[src/rtl/l2_refill_pkg.sv]
// ---------------------------------------------------------------------------
// l2_refill_pkg
// Shared types and helpers for the L2 line refill controller.
//   refill_state_t : controller FSM states
//   OFF_W          : word-index width for the default 4-word line
//   BYTE_OFF_W     : byte-offset width for the default 32-bit word
//   line_base()    : clears the low offset bits of an address
// ---------------------------------------------------------------------------
package l2_refill_pkg;

  typedef enum logic [2:0] {
    IDLE,
    WB,
    RD,
    DRAIN,
    DONE
  } refill_state_t;

  localparam int WORDS_PER_LINE_DEF = 4;
  localparam int DATA_W_DEF         = 32;
  localparam int OFF_W              = $clog2(WORDS_PER_LINE_DEF);
  localparam int BYTE_OFF_W         = $clog2(DATA_W_DEF / 8);

  // Widest address the helper handles; callers size-cast in and out.
  localparam int ADDR_MAX_W = 64;

  // Line base: zero the byte-offset and word-index bits so that OR-ing a
  // word offset back in can never carry into the tag bits.
  function automatic logic [ADDR_MAX_W-1:0] line_base(
    input logic [ADDR_MAX_W-1:0] addr,
    input int unsigned           low_w
  );
    logic [ADDR_MAX_W-1:0] mask;
    mask = '1;
    mask = mask << low_w;
    return addr & mask;
  endfunction

endpackage

[src/rtl/l2_rd_return_pipe.sv]
// ---------------------------------------------------------------------------
// l2_rd_return_pipe
// DEPTH-deep shift register of {valid, tag} that tracks read issues until
// their data comes back from the L2 arbiter DEPTH cycles later.
//   clk, rst_n : clock, async active-low reset (pipe empties)
//   push_i     : a read was granted this cycle
//   tag_i      : word index of that read
//   valid_o    : tag_o describes the data on the bus this cycle
//   tag_o      : word index of the returning data
//   empty_o    : no read in flight anywhere in the pipe
// ---------------------------------------------------------------------------
module l2_rd_return_pipe #(
  parameter int DEPTH = 1,
  parameter int TAG_W = 2
) (
  input  logic             clk,
  input  logic             rst_n,
  input  logic             push_i,
  input  logic [TAG_W-1:0] tag_i,
  output logic             valid_o,
  output logic [TAG_W-1:0] tag_o,
  output logic             empty_o
);

  logic [DEPTH-1:0] valid_q;
  logic [TAG_W-1:0] tag_q [DEPTH];

  always_ff @(posedge clk or negedge rst_n) begin
    if (!rst_n) begin
      valid_q <= '0;
      for (int i = 0; i < DEPTH; i++) begin
        tag_q[i] <= '0;
      end
    end else begin
      valid_q[0] <= push_i;
      tag_q[0]   <= tag_i;
      for (int i = 1; i < DEPTH; i++) begin
        valid_q[i] <= valid_q[i-1];
        tag_q[i]   <= tag_q[i-1];
      end
    end
  end

  assign valid_o = valid_q[DEPTH-1];
  assign tag_o   = tag_q[DEPTH-1];
  assign empty_o = ~|valid_q;

endmodule

[src/rtl/l2_line_refill_ctrl.sv]
// ---------------------------------------------------------------------------
// l2_line_refill_ctrl
// Sequences one whole-line miss on a cache's port of the L2 bus arbiter:
// optional dirty-line writeback (WORDS_PER_LINE word writes), then the line
// refill (WORDS_PER_LINE word reads) whose returned words are streamed into
// the cache data array.
//
// Ports
//   clk, rst_n       : clock, async active-low reset (abandons a line)
//   req_valid/ready  : miss request handshake
//   req_wb           : victim is dirty, write it back first
//   req_wb_addr      : victim line address (offset bits ignored)
//   req_fill_addr    : miss line address (offset bits ignored)
//   wb_rd_idx        : word index into the victim line
//   wb_rd_data       : victim word at wb_rd_idx (combinational)
//   fill_valid/idx/data : returned refill word for the data array
//   done             : one-cycle pulse when the line is complete
//   busy             : controller not idle
//   l2_mem_*         : request/response signals of the arbiter port
//   rd_grant/wr_grant: arbiter grants for this port
//   state_dbg        : current FSM state
//
// Handshakes: a request is taken on a cycle where req_valid & req_ready,
// and req_ready is high only in IDLE (never in DONE). Toward the arbiter,
// l2_mem_en with a fixed addr/wr_data is held until the matching grant
// arrives; a word is consumed on the cycle en & grant are both high.
// ---------------------------------------------------------------------------
module l2_line_refill_ctrl
  import l2_refill_pkg::*;
#(
  parameter int WORDS_PER_LINE = WORDS_PER_LINE_DEF,
  parameter int ADDR_W         = 32,
  parameter int DATA_W         = DATA_W_DEF,
  parameter int RD_LAT         = 1
) (
  input  logic                              clk,
  input  logic                              rst_n,
  input  logic                              req_valid,
  output logic                              req_ready,
  input  logic                              req_wb,
  input  logic [ADDR_W-1:0]                 req_wb_addr,
  input  logic [ADDR_W-1:0]                 req_fill_addr,
  output logic [$clog2(WORDS_PER_LINE)-1:0] wb_rd_idx,
  input  logic [DATA_W-1:0]                 wb_rd_data,
  output logic                              fill_valid,
  output logic [$clog2(WORDS_PER_LINE)-1:0] fill_idx,
  output logic [DATA_W-1:0]                 fill_data,
  output logic                              done,
  output logic                              busy,
  output logic                              l2_mem_en,
  output logic                              l2_mem_wr_en,
  output logic [ADDR_W-1:0]                 l2_mem_addr,
  output logic [DATA_W-1:0]                 l2_mem_wr_data,
  input  logic [DATA_W-1:0]                 l2_mem_rd_data,
  input  logic                              rd_grant,
  input  logic                              wr_grant,
  output refill_state_t                     state_dbg
);

  localparam int          IDX_W  = $clog2(WORDS_PER_LINE);
  localparam int          BOFF_W = $clog2(DATA_W / 8);
  localparam int unsigned LOW_W  = BOFF_W + IDX_W;
  localparam logic [IDX_W-1:0] LAST_IDX = IDX_W'(WORDS_PER_LINE - 1);

  refill_state_t     state_q, state_d;
  logic [IDX_W-1:0]  idx_q, idx_d;
  logic [ADDR_W-1:0] wb_base_q, wb_base_d;
  logic [ADDR_W-1:0] fill_base_q, fill_base_d;
  logic [ADDR_W-1:0] word_off;

  logic              rd_issue;
  logic              pipe_valid;
  logic              pipe_empty;
  logic [IDX_W-1:0]  pipe_idx;

  // Bases have their offset bits cleared, so OR-ing the word offset is safe.
  assign word_off = ADDR_W'(idx_q) << BOFF_W;

  // Only a read grant seen while the read request is actually up counts.
  assign rd_issue = (state_q == RD) && rd_grant;

  l2_rd_return_pipe #(
    .DEPTH (RD_LAT),
    .TAG_W (IDX_W)
  ) u_ret_pipe (
    .clk     (clk),
    .rst_n   (rst_n),
    .push_i  (rd_issue),
    .tag_i   (idx_q),
    .valid_o (pipe_valid),
    .tag_o   (pipe_idx),
    .empty_o (pipe_empty)
  );

  always_ff @(posedge clk or negedge rst_n) begin
    if (!rst_n) begin
      state_q     <= IDLE;
      idx_q       <= '0;
      wb_base_q   <= '0;
      fill_base_q <= '0;
    end else begin
      state_q     <= state_d;
      idx_q       <= idx_d;
      wb_base_q   <= wb_base_d;
      fill_base_q <= fill_base_d;
    end
  end

  always_comb begin
    state_d        = state_q;
    idx_d          = idx_q;
    wb_base_d      = wb_base_q;
    fill_base_d    = fill_base_q;
    req_ready      = 1'b0;
    busy           = 1'b1;
    done           = 1'b0;
    l2_mem_en      = 1'b0;
    l2_mem_wr_en   = 1'b0;
    l2_mem_addr    = '0;
    l2_mem_wr_data = '0;
    wb_rd_idx      = '0;

    unique case (state_q)
      IDLE: begin
        req_ready = 1'b1;
        busy      = 1'b0;
        if (req_valid) begin
          wb_base_d   = ADDR_W'(line_base(ADDR_MAX_W'(req_wb_addr), LOW_W));
          fill_base_d = ADDR_W'(line_base(ADDR_MAX_W'(req_fill_addr), LOW_W));
          idx_d       = '0;
          state_d     = req_wb ? WB : RD;
        end
      end

      WB: begin
        l2_mem_en      = 1'b1;
        l2_mem_wr_en   = 1'b1;
        l2_mem_addr    = wb_base_q | word_off;
        l2_mem_wr_data = wb_rd_data;
        wb_rd_idx      = idx_q;
        if (wr_grant) begin
          if (idx_q == LAST_IDX) begin
            idx_d   = '0;
            state_d = RD;
          end else begin
            idx_d = idx_q + 1'b1;
          end
        end
      end

      RD: begin
        l2_mem_en   = 1'b1;
        l2_mem_addr = fill_base_q | word_off;
        if (rd_grant) begin
          if (idx_q == LAST_IDX) begin
            idx_d   = '0;
            state_d = DRAIN;
          end else begin
            idx_d = idx_q + 1'b1;
          end
        end
      end

      DRAIN: begin
        // Reads return in issue order, so the last index leaving the pipe
        // means the whole line has been delivered.
        if (pipe_empty || (pipe_valid && (pipe_idx == LAST_IDX))) begin
          state_d = DONE;
        end
      end

      DONE: begin
        done    = 1'b1;
        state_d = IDLE;
      end

      default: begin
        state_d = IDLE;
      end
    endcase
  end

  assign fill_valid = pipe_valid;
  assign fill_idx   = pipe_valid ? pipe_idx : '0;
  assign fill_data  = pipe_valid ? l2_mem_rd_data : '0;
  assign state_dbg  = state_q;

endmodule

[config.mk]
export PLATFORM = sky130hd
export DESIGN_NAME = l2_line_refill_ctrl
export DESIGN_NICKNAME = d
export VERILOG_FILES = /design/src/rtl/l2_refill_pkg.sv /design/src/rtl/l2_rd_return_pipe.sv /design/src/rtl/l2_line_refill_ctrl.sv
export SDC_FILE = /design/constraint.sdc
export NUM_CORES = 1
export LEC_CHECK = 0
export BUFFER_PORTS_ARGS = -buffer_cell sky130_fd_sc_hd__buf_2
export CAP_MARGIN = 15
export CORE_AREA = 2 2 94 96
export DETAILED_ROUTE_END_ITERATION = 10
export DIE_AREA = 0 0 96 98
export PLACE_DENSITY = 0.79
export SKIP_LAST_GASP = 1
export SLEW_MARGIN = 10
export SYNTH_ARGS = -nofsm -noshare
export SYNTH_HDL_FRONTEND = slang
export SYNTH_HIERARCHICAL = 1
export SYNTH_SLANG_ARGS = --single-unit
[constraint.sdc]
create_clock -name clk -period 3.9 [get_ports clk]
set_clock_uncertainty 0.15 [all_clocks]
set_input_delay 0.195 -clock clk [delete_from_list [all_inputs] [get_ports clk]]
set_output_delay 0.195 -clock clk [all_outputs]
set_load 0.02 [all_outputs]
==> results of run 1 <==
==> per-layer routing <==
metal  global-route usage, %  wire length [µm]
met5                       0                 0
met4                    8.46               278
met3                    6.79               944
met2                    39.9              5480
met1                    23.5              3790
==> cell families after synthesis <==
group                    Yosys count
adder cells (fa/ha/maj)            1
other                              1
flip-flops                        64
AND/OR/NAND/NOR                   88
AO/OA/AOI/OAI                     41
buffers and inverters             27
XOR/XNOR                           1
multiplexers                      56
==> layout make-up <==
type | instances | area (µm²) | area share [%]
repair buffers | 295 | 1790 | 34.0
flip-flops and latches | 64 | 1600 | 30.4
multi-input cells | 189 | 1550 | 29.5
clock buffers | 11 | 141 | 2.68
well taps | 108 | 135 | 2.56
clock inverters | 5 | 31.3 | 0.593
inverters | 4 | 17.5 | 0.332
==> cell usage in the layout, fill, tap and decap left out, drive strengths merged, types with 2 or more instances in the layout <==
cell,instances
buf,237
and2,71
dfrtp,64
dlygate4sd3,58
mux2,56
a22o,30
clkbuf,11
nor2,5
inv,5
nand3,3
a21oi,3
a21o,3
nand2,3
clkinv,3
nor3,3
conb,2
nand2b,2
==> worst max-delay path, stage by stage (launching register included) <==
cell	delay, ps
sky130_fd_sc_hd__dfrtp_1	620
sky130_fd_sc_hd__inv_4	90
sky130_fd_sc_hd__nor3_4	270
sky130_fd_sc_hd__buf_4	500
sky130_fd_sc_hd__a22o_1	250
sky130_fd_sc_hd__buf_2	180
==> state kept, by name, summed over array words and instances, names as in the netlist <==
register,flops
wb_base_q,28
state_dbg,3
idx_q,2
fill_base_q,28
u_ret_pipe/valid_o,1
u_ret_pipe/tag_o,2
==> where the power goes <==
| part | internal (W) | leakage, nW | switching (W) |
|---|---|---|---|
| Clock | 0.000247 | 0.0895 | 0.000262 |
| Combinational | 0.000929 | 1.95 | 0.00123 |
| Sequential | 0.000997 | 0.761 | 0.000246 |
| Total | 0.00217 | 2.80 | 0.00174 |
==> how the worst max path moves through the flow <==
stage	startpoint	slack, ps	depth (start not counted)	end
after detailed placement	state_dbg[0]	1640	5	l2_mem_addr[16]
after global routing	state_dbg[0]	1110	5	l2_mem_addr[20]
final	state_dbg[0]	1290	5	l2_mem_addr[16]
after CTS	state_dbg[0]	1260	5	l2_mem_addr[16]
after floorplan	state_dbg[1]	2110	4	l2_mem_wr_data[24]
after global placement	state_dbg[0]	1690	5	l2_mem_addr[10]
==> per-stage QoR <==
stage	cell area [µm²]	cells
after CTS	5250	675
after global routing	5270	676
after floorplan	3380	280
final	5270	676
after detailed placement	4500	601
after global placement	4500	601
==> what timing repair did <==
action / CTS / global route
endpoints found under the hold margin: 105 / 0
endpoints found under the setup margin: 0 / 0
hold buffers: 58 / 0
==> impl_table.tex, run 1 <==
\begin{tabular}{lr}
\hline
Metric & Value \\
\hline
\multicolumn{2}{l}{\textbf{Status}} \\
\quad Run status & complete, no violations \\
\multicolumn{2}{l}{\textbf{STA}} \\
\quad Max Transition Viols Final & 0 \\
\quad Final number of hold-violating endpoints & 0 \\
\quad Achievable frequency & 383 MHz \\
\quad Worst setup slack after layout & 1290 ps \\
\quad Final setup violation count & 0 \\
\quad Final critical path time including I/O delays and setup & 2610 ps \\
\quad Setup repair after global routing missed its margin & no \\
\quad Final hold slack & 113 ps \\
\quad Slew Limit Headroom & 52.4\% \\
\quad Setup TNS after final layout & 0 ps \\
\quad Slew @ Worst Pin & 714 ps \\
\quad Share of the clock period used by the worst path after layout & 66.9\% \\
\multicolumn{2}{l}{\textbf{Clocking}} \\
\quad CTS Root Cell & sky130\_fd\_sc\_hd\_\_clkbuf\_8 \\
\quad Clock-pin transition on the worst setup and hold timing paths & 70 ps \\
\quad Cells resized by post-CTS repair & 0 \\
\quad CTS buffer count & 9 \\
\quad Clk sinks & 64 \\
\quad Clock latency reported for the late side of the worst-skew pair & 330 ps \\
\quad Max H-tree Level & 3 \\
\quad Clock tree from TritonCTS & done \\
\quad Buffer count from post-CTS setup fixing & 0 \\
\quad Max clock buf depth & 2 \\
\multicolumn{2}{l}{\textbf{Cells and area}} \\
\quad Fill cells & 694 \\
\quad Layout overhead on the synthesized area & 56.3\% \\
\quad Ratio of cells with drive above 1 in the final layout & 48.2\% \\
\quad Count of antenna diodes in the layout & 0 \\
\quad Core utilization of the finished layout & 62.3\% \\
\quad Nets & 698 \\
\multicolumn{2}{l}{\textbf{Logic synthesis}} \\
\quad Mux contribution to synthesized area & 18.7\% \\
\quad Yosys Warn Count & 6 \\
\quad Leading post-synthesis cells by instance count & sky130\_fd\_sc\_hd\_\_and2\_1 (71), sky130\_fd\_sc\_hd\_\_dfrtp\_1 (64), sky130\_fd\_sc\_hd\_\_mux2\_1 (40) \\
\quad Complex-gate fraction of the synthesized area & 10.1\% \\
\quad Leading area contributor after synthesis & sky130\_fd\_sc\_hd\_\_dfrtp\_1 \\
\quad Post-synthesis share of cell area spent on and, or, nand and nor gates & 16.4\% \\
\quad Dominant synthesized flop cell & sky130\_fd\_sc\_hd\_\_dfrtp\_1 \\
\quad Largest cells by area after synthesis & sky130\_fd\_sc\_hd\_\_dfrtp\_1 (47\%), sky130\_fd\_sc\_hd\_\_mux2\_1 (13\%), sky130\_fd\_sc\_hd\_\_and2\_1 (13\%), sky130\_fd\_sc\_hd\_\_a22o\_1 (7.8\%), sky130\_fd\_sc\_hd\_\_mux2\_2 (5.3\%) \\
\quad Post-synth ARST share & 100\% \\
\quad Synthesized cell area & 0.00337 mm² \\
\quad Average cell area after synthesis & 12.1 µm² \\
\quad Top-area cell type share of the netlist area & 47.5\% \\
\quad Flops \& latches, synth & 64 \\
\quad Number of instances in the synthesized netlist & 279 \\
\quad Area share of xor/xnor cells in the synthesized design & 0.260\% \\
\quad Distinct cell type count of the synthesized netlist & 28 \\
\quad Sequential-to-total area share from yosys stat & 47.5\% \\
\quad Most instantiated library cell after synthesis & sky130\_fd\_sc\_hd\_\_and2\_1 \\
\quad Adder-cell share of the synthesized area & 0.371\% \\
\quad EDFF count, synth & 0 \\
\quad Dominant combinational cell family by area after synthesis & multiplexers \\
\multicolumn{2}{l}{\textbf{Min path}} \\
\quad Hold Startpoint & req\_wb \\
\quad Min-delay worst type & input port to flip-flop \\
\quad End point of the most critical hold path & state\_dbg[1] \\
\quad Count of cells along the worst hold path & 4 \\
\multicolumn{2}{l}{\textbf{Detailed routing}} \\
\quad Detailed Route WL & 10500 µm \\
\quad Overall via count from detail\_route & 3240 \\
\quad Detail-routed net length per standard cell & 15.5 µm \\
\quad Vias per std cell & 4.79 \\
\quad Number of iterations in the first detailed-routing pass & 4 \\
\quad DR DRC count & 0 \\
\quad Number of routed nets with antenna violations & 0 \\
\quad Initial detailed-routing violation count & 104 \\
\multicolumn{2}{l}{\textbf{GRT}} \\
\quad GR Overflow Total & 0 \\
\quad Maximum number of pins on one net before global-route repair & 57 \\
\quad GRT Util Overall & 22.1\% \\
\quad Number of antenna violations at the first check in global routing & 0 \\
\quad Number of global-route vias before repair & 3410 \\
\quad Wire length of the first global-routing pass & 16100 µm \\
\multicolumn{2}{l}{\textbf{Worst setup path}} \\
\quad Crit path kind & flip-flop to output port \\
\quad Crit path DAT & 2270 ps \\
\quad R2R cell count & 4 \\
\quad Required time of the worst setup path & 3560 ps \\
\quad Beginning of the worst register-to-register path & state\_dbg[0] \\
\quad Slack of the worst reg-to-reg path & 1690 ps \\
\quad Launching element type of the critical path & flip-flop \\
\quad Capture point of the worst reg-to-reg path & fill\_base\_q[7] \\
\quad Maximum fanout encountered on the critical timing path & 53 \\
\quad Crit. End Element & output port \\
\multicolumn{2}{l}{\textbf{Die}} \\
\quad Die footprint & 0.00941 mm² \\
\quad Row count & 34 \\
\quad I/O Pins & 243 \\
\quad DIE HEIGHT & 98 µm \\
\quad Total core area & 0.00847 mm² \\
\quad Initial standard-cell utilization of the core & 39.8\% \\
\quad Die X & 96 µm \\
\multicolumn{2}{l}{\textbf{Place}} \\
\quad Detail Placement HPWL & 6820 µm \\
\quad Placement-stage worst setup slack & 1640 ps \\
\quad Number of I/O port buffers & 232 \\
\quad Gpl congestion & 0.840 \\
\multicolumn{2}{l}{\textbf{Pwr}} \\
\quad Standby leakage power & 2.80 nW \\
\quad IR Drop Worst-Case VDD & 0.510 mV \\
\quad Areal power density over the cells & 742 mW/mm² \\
\quad Total power after layout & 0.00391 W \\
\multicolumn{2}{l}{\textbf{Run}} \\
\quad Number of max-capacitance violations reported & 0 \\
\hline
\end{tabular}
(Power assumes the default switching activity.)
==> run 2: changes to the inputs <==
Settings changed: CORE_AREA 2 2 94 96 to default, CORE_ASPECT_RATIO from default to 0.9, CORE_MARGIN from default to 2, CORE_UTILIZATION from default to 37, DIE_AREA 0 0 96 98 to default, PLACE_DENSITY 0.79 to 0.77.
Clock period 3.9 ns to 2.3 ns, I/O delays scaled along.
==> run 2 against run 1 <==
Compared with the run above:
- via count is essentially flat
- final cell count grew 2.5%
- count of clock-buffer cells in the layout is the same
- first-iteration DRC count grew 20%
- critical path depth is the same
- clock power grew 130%
- power grew 78%
- global-route usage shrank 2.3 points
- die area grew 5.2%
- highest routed layer unchanged
==> impl_table.tex, run 2 (synthesis results as in run 1) <==
\begin{tabular}{lr}
\hline
Metric & Value \\
\hline
\multicolumn{2}{l}{\textbf{Min path}} \\
\quad Hold Startpoint & req\_wb \\
\quad End point of the most critical hold path & state\_dbg[1] \\
\quad Min-delay worst type & input port to flip-flop \\
\quad Count of cells along the worst hold path & 4 (unchanged) \\
\multicolumn{2}{l}{\textbf{STA}} \\
\quad Slew @ Worst Pin & 727 ps (+13.5 ps) \\
\quad Final setup violation count & 0 (unchanged) \\
\quad Share of the clock period used by the worst path after layout & 92.6\% \\
\quad Setup repair after global routing missed its margin & no \\
\quad Final critical path time including I/O delays and setup & 2130 ps \\
\quad Achievable frequency & 469 MHz \\
\quad Final number of hold-violating endpoints & 0 (unchanged) \\
\quad Max Transition Viols Final & 0 (unchanged) \\
\quad Setup TNS after final layout & 0 ps (unchanged) \\
\quad Final hold slack & 59.0 ps (-54.3 ps) \\
\quad Slew Limit Headroom & 51.5\% (-0.90 points) \\
\multicolumn{2}{l}{\textbf{Worst setup path}} \\
\quad Required time of the worst setup path & 2040 ps (-1520 ps) \\
\quad Beginning of the worst register-to-register path & state\_dbg[0] \\
\quad Capture point of the worst reg-to-reg path & fill\_base\_q[18] \\
\quad Crit-path cells & nand2b\_1, nor2\_2, buf\_4, a22o\_1, buf\_2 \\
\quad Crit path DAT & 1870 ps (-400 ps) \\
\quad Gate family responsible for the most delay along the worst path & flip-flops \\
\quad Buffers and inverters on the worst path & 2 (-1) \\
\quad Slack of the worst reg-to-reg path & 380 ps (-1310 ps) \\
\quad R2R cell count & 4 (unchanged) \\
\quad Cell with the biggest individual delay on the critical path & sky130\_fd\_sc\_hd\_\_dfrtp\_1 \\
\quad Maximum fanout encountered on the critical timing path & 16 (-70\%) \\
\quad Crit. End Element & output port \\
\quad Launching element type of the critical path & flip-flop \\
\quad Slowest stage delay, CP & 630 ps (about the same) \\
\quad Crit path kind & flip-flop to output port \\
\multicolumn{2}{l}{\textbf{Detailed routing}} \\
\quad Overall via count from detail\_route & 3238 (-0.062\%) \\
\quad DR DRC count & 0 (unchanged) \\
\quad Number of iterations in the first detailed-routing pass & 5 (+1) \\
\quad Number of routed nets with antenna violations & 0 (unchanged) \\
\quad Vias per std cell & 4.67 (-2.5\%) \\
\quad Detail-routed net length per standard cell & 14.6 µm (-5.8\%) \\
\quad Initial detailed-routing violation count & 125 (+20\%) \\
\quad Detailed Route WL & 10100 µm (-3.4\%) \\
\multicolumn{2}{l}{\textbf{Die}} \\
\quad Total core area & 0.00900 mm² (+6.3\%) \\
\quad DIE HEIGHT & 94.6 µm (-3.5\%) \\
\quad Die footprint & 0.00990 mm² (+5.2\%) \\
\quad Initial standard-cell utilization of the core & 37.5\% (-2.4 points) \\
\quad Die X & 105 µm (+9.0\%) \\
\quad Row count & 33 (-2.9\%) \\
\quad I/O Pins & 243 (unchanged) \\
\multicolumn{2}{l}{\textbf{Cells and area}} \\
\quad Count of antenna diodes in the layout & 0 (unchanged) \\
\quad Final design instance area without fill & 0.00540 mm² (+2.5\%) \\
\quad Ratio of cells with drive above 1 in the final layout & 48.7\% (+0.45 points) \\
\quad Layout overhead on the synthesized area & 60.2\% \\
\quad Most common cell after layout, fill and taps aside & sky130\_fd\_sc\_hd\_\_buf\_2 \\
\quad Commonest cells after routing, fill and taps aside & sky130\_fd\_sc\_hd\_\_buf\_2 (232), sky130\_fd\_sc\_hd\_\_and2\_1 (71), sky130\_fd\_sc\_hd\_\_dfrtp\_1 (63) \\
\quad Fill cells & 746 (+7.5\%) \\
\quad Nets & 701 (+0.43\%) \\
\multicolumn{2}{l}{\textbf{Clocking}} \\
\quad CTS buffer count & 9 (unchanged) \\
\quad Max H-tree Level & 3 (unchanged) \\
\quad Clock tree from TritonCTS & done \\
\quad Max clock buf depth & 2 (unchanged) \\
\quad Clock latency reported for the late side of the worst-skew pair & 330 ps (about the same) \\
\quad Clk sinks & 64 (unchanged) \\
\quad Clock-pin transition on the worst setup and hold timing paths & 70 ps (about the same) \\
\quad CTS Root Cell & sky130\_fd\_sc\_hd\_\_clkbuf\_8 \\
\multicolumn{2}{l}{\textbf{Status}} \\
\quad Run status & complete, no violations \\
\multicolumn{2}{l}{\textbf{GRT}} \\
\quad Maximum number of pins on one net before global-route repair & 46 (-19\%) \\
\quad Number of antenna violations at the first check in global routing & 0 (unchanged) \\
\quad Wire length of the first global-routing pass & 15300 µm (-4.6\%) \\
\quad Number of global-route vias before repair & 3187 (-6.5\%) \\
\quad GR Overflow Total & 0 (unchanged) \\
\quad GRT Util Overall & 19.8\% (-2.3 points) \\
\multicolumn{2}{l}{\textbf{Pwr}} \\
\quad Standby leakage power & 2.85 nW (+1.9\%) \\
\quad Areal power density over the cells & 1290 mW/mm² (+74\%) \\
\quad IR Drop Worst-Case VDD & 0.645 mV (+26\%) \\
\multicolumn{2}{l}{\textbf{Place}} \\
\quad Gpl congestion & 0.865 (+2.9\%) \\
\quad Detail Placement HPWL & 7180 µm (+5.3\%) \\
\quad Placed inst area & 0.00457 mm² (+1.6\%) \\
\quad Number of I/O port buffers & 232 (unchanged) \\
\multicolumn{2}{l}{\textbf{Run}} \\
\quad Number of max-capacitance violations reported & 0 (unchanged) \\
\hline
\end{tabular}
## run 2: area by class of cell
cell class                      count  area [µm²]  share of cell area (%)
Clock buffer                       11         141                    2.62
Inverter                            4        17.5                   0.324
Multi-Input combinational cell    189        1550                    28.8
Sequential cell                    64        1600                    29.7
Clock inverter                      5         104                    1.92
Tap cell                          122         153                    2.83
Timing Repair Buffer              298        1830                    33.9
## run 2: per-stage QoR
stage / std cells / setup WS [ps] / util, % / total power [W]
final: 693 / 170 / 60.0 / 0.00696
after global routing: 693 / 11.9 / 60.0 / 0.00739
after CTS: 693 / 50.6 / 60.0 / 0.00701
after detailed placement: 619 / 325 / 50.8 / 0.00574
after global placement: 619 / 338 / 50.8 / 0.00560
after floorplan: 280 / 585 / - / 0.00474
## run 2: worst register-to-register path, cell delays in order (launching register included)
cell                       delay, ps
sky130_fd_sc_hd__dfrtp_2         510
sky130_fd_sc_hd__nand2b_4        200
sky130_fd_sc_hd__nor3_4          170
sky130_fd_sc_hd__buf_4           370
sky130_fd_sc_hd__mux2_1          390
## run 2: worst max-delay path by stage
stage	start	slack, ps	depth (start not counted)	end
2_1_floorplan	state_dbg[1]	590	4	l2_mem_wr_data[24]
3_3_place_gp	state_dbg[0]	340	4	wb_base_q[23]
3_5_place_dp	state_dbg[0]	330	4	wb_base_q[31]
4_1_cts	state_dbg[0]	50	5	l2_mem_addr[10]
5_1_grt	state_dbg[1]	10	5	l2_mem_addr[10]
6_report	state_dbg[1]	170	5	l2_mem_addr[10]
## run 2: layer usage
layer,track usage [%],wire (µm),up-vias
met5,0,0,-
met4,7.33,191,0
li1,-,-,1534
met1,21.7,3920,1559
met3,4.62,586,20
met2,37.4,5430,125
## run 2: timing repair
item                                    in CTS  in global routing
endpoints found under the hold margin       87                  0
endpoints found under the setup margin       0                 28
buffers inserted                             0                  0
resized for setup                            0                  2
hold buffers                                58                  0
## run 2: where the power goes
group          total, W  switching [W]  internal [W]  leakage, nW
clock network   0.00117       0.000423      0.000750        0.124
logic           0.00371        0.00208       0.00163         1.97
registers       0.00207       0.000380       0.00169        0.760
total           0.00696        0.00288       0.00408         2.85
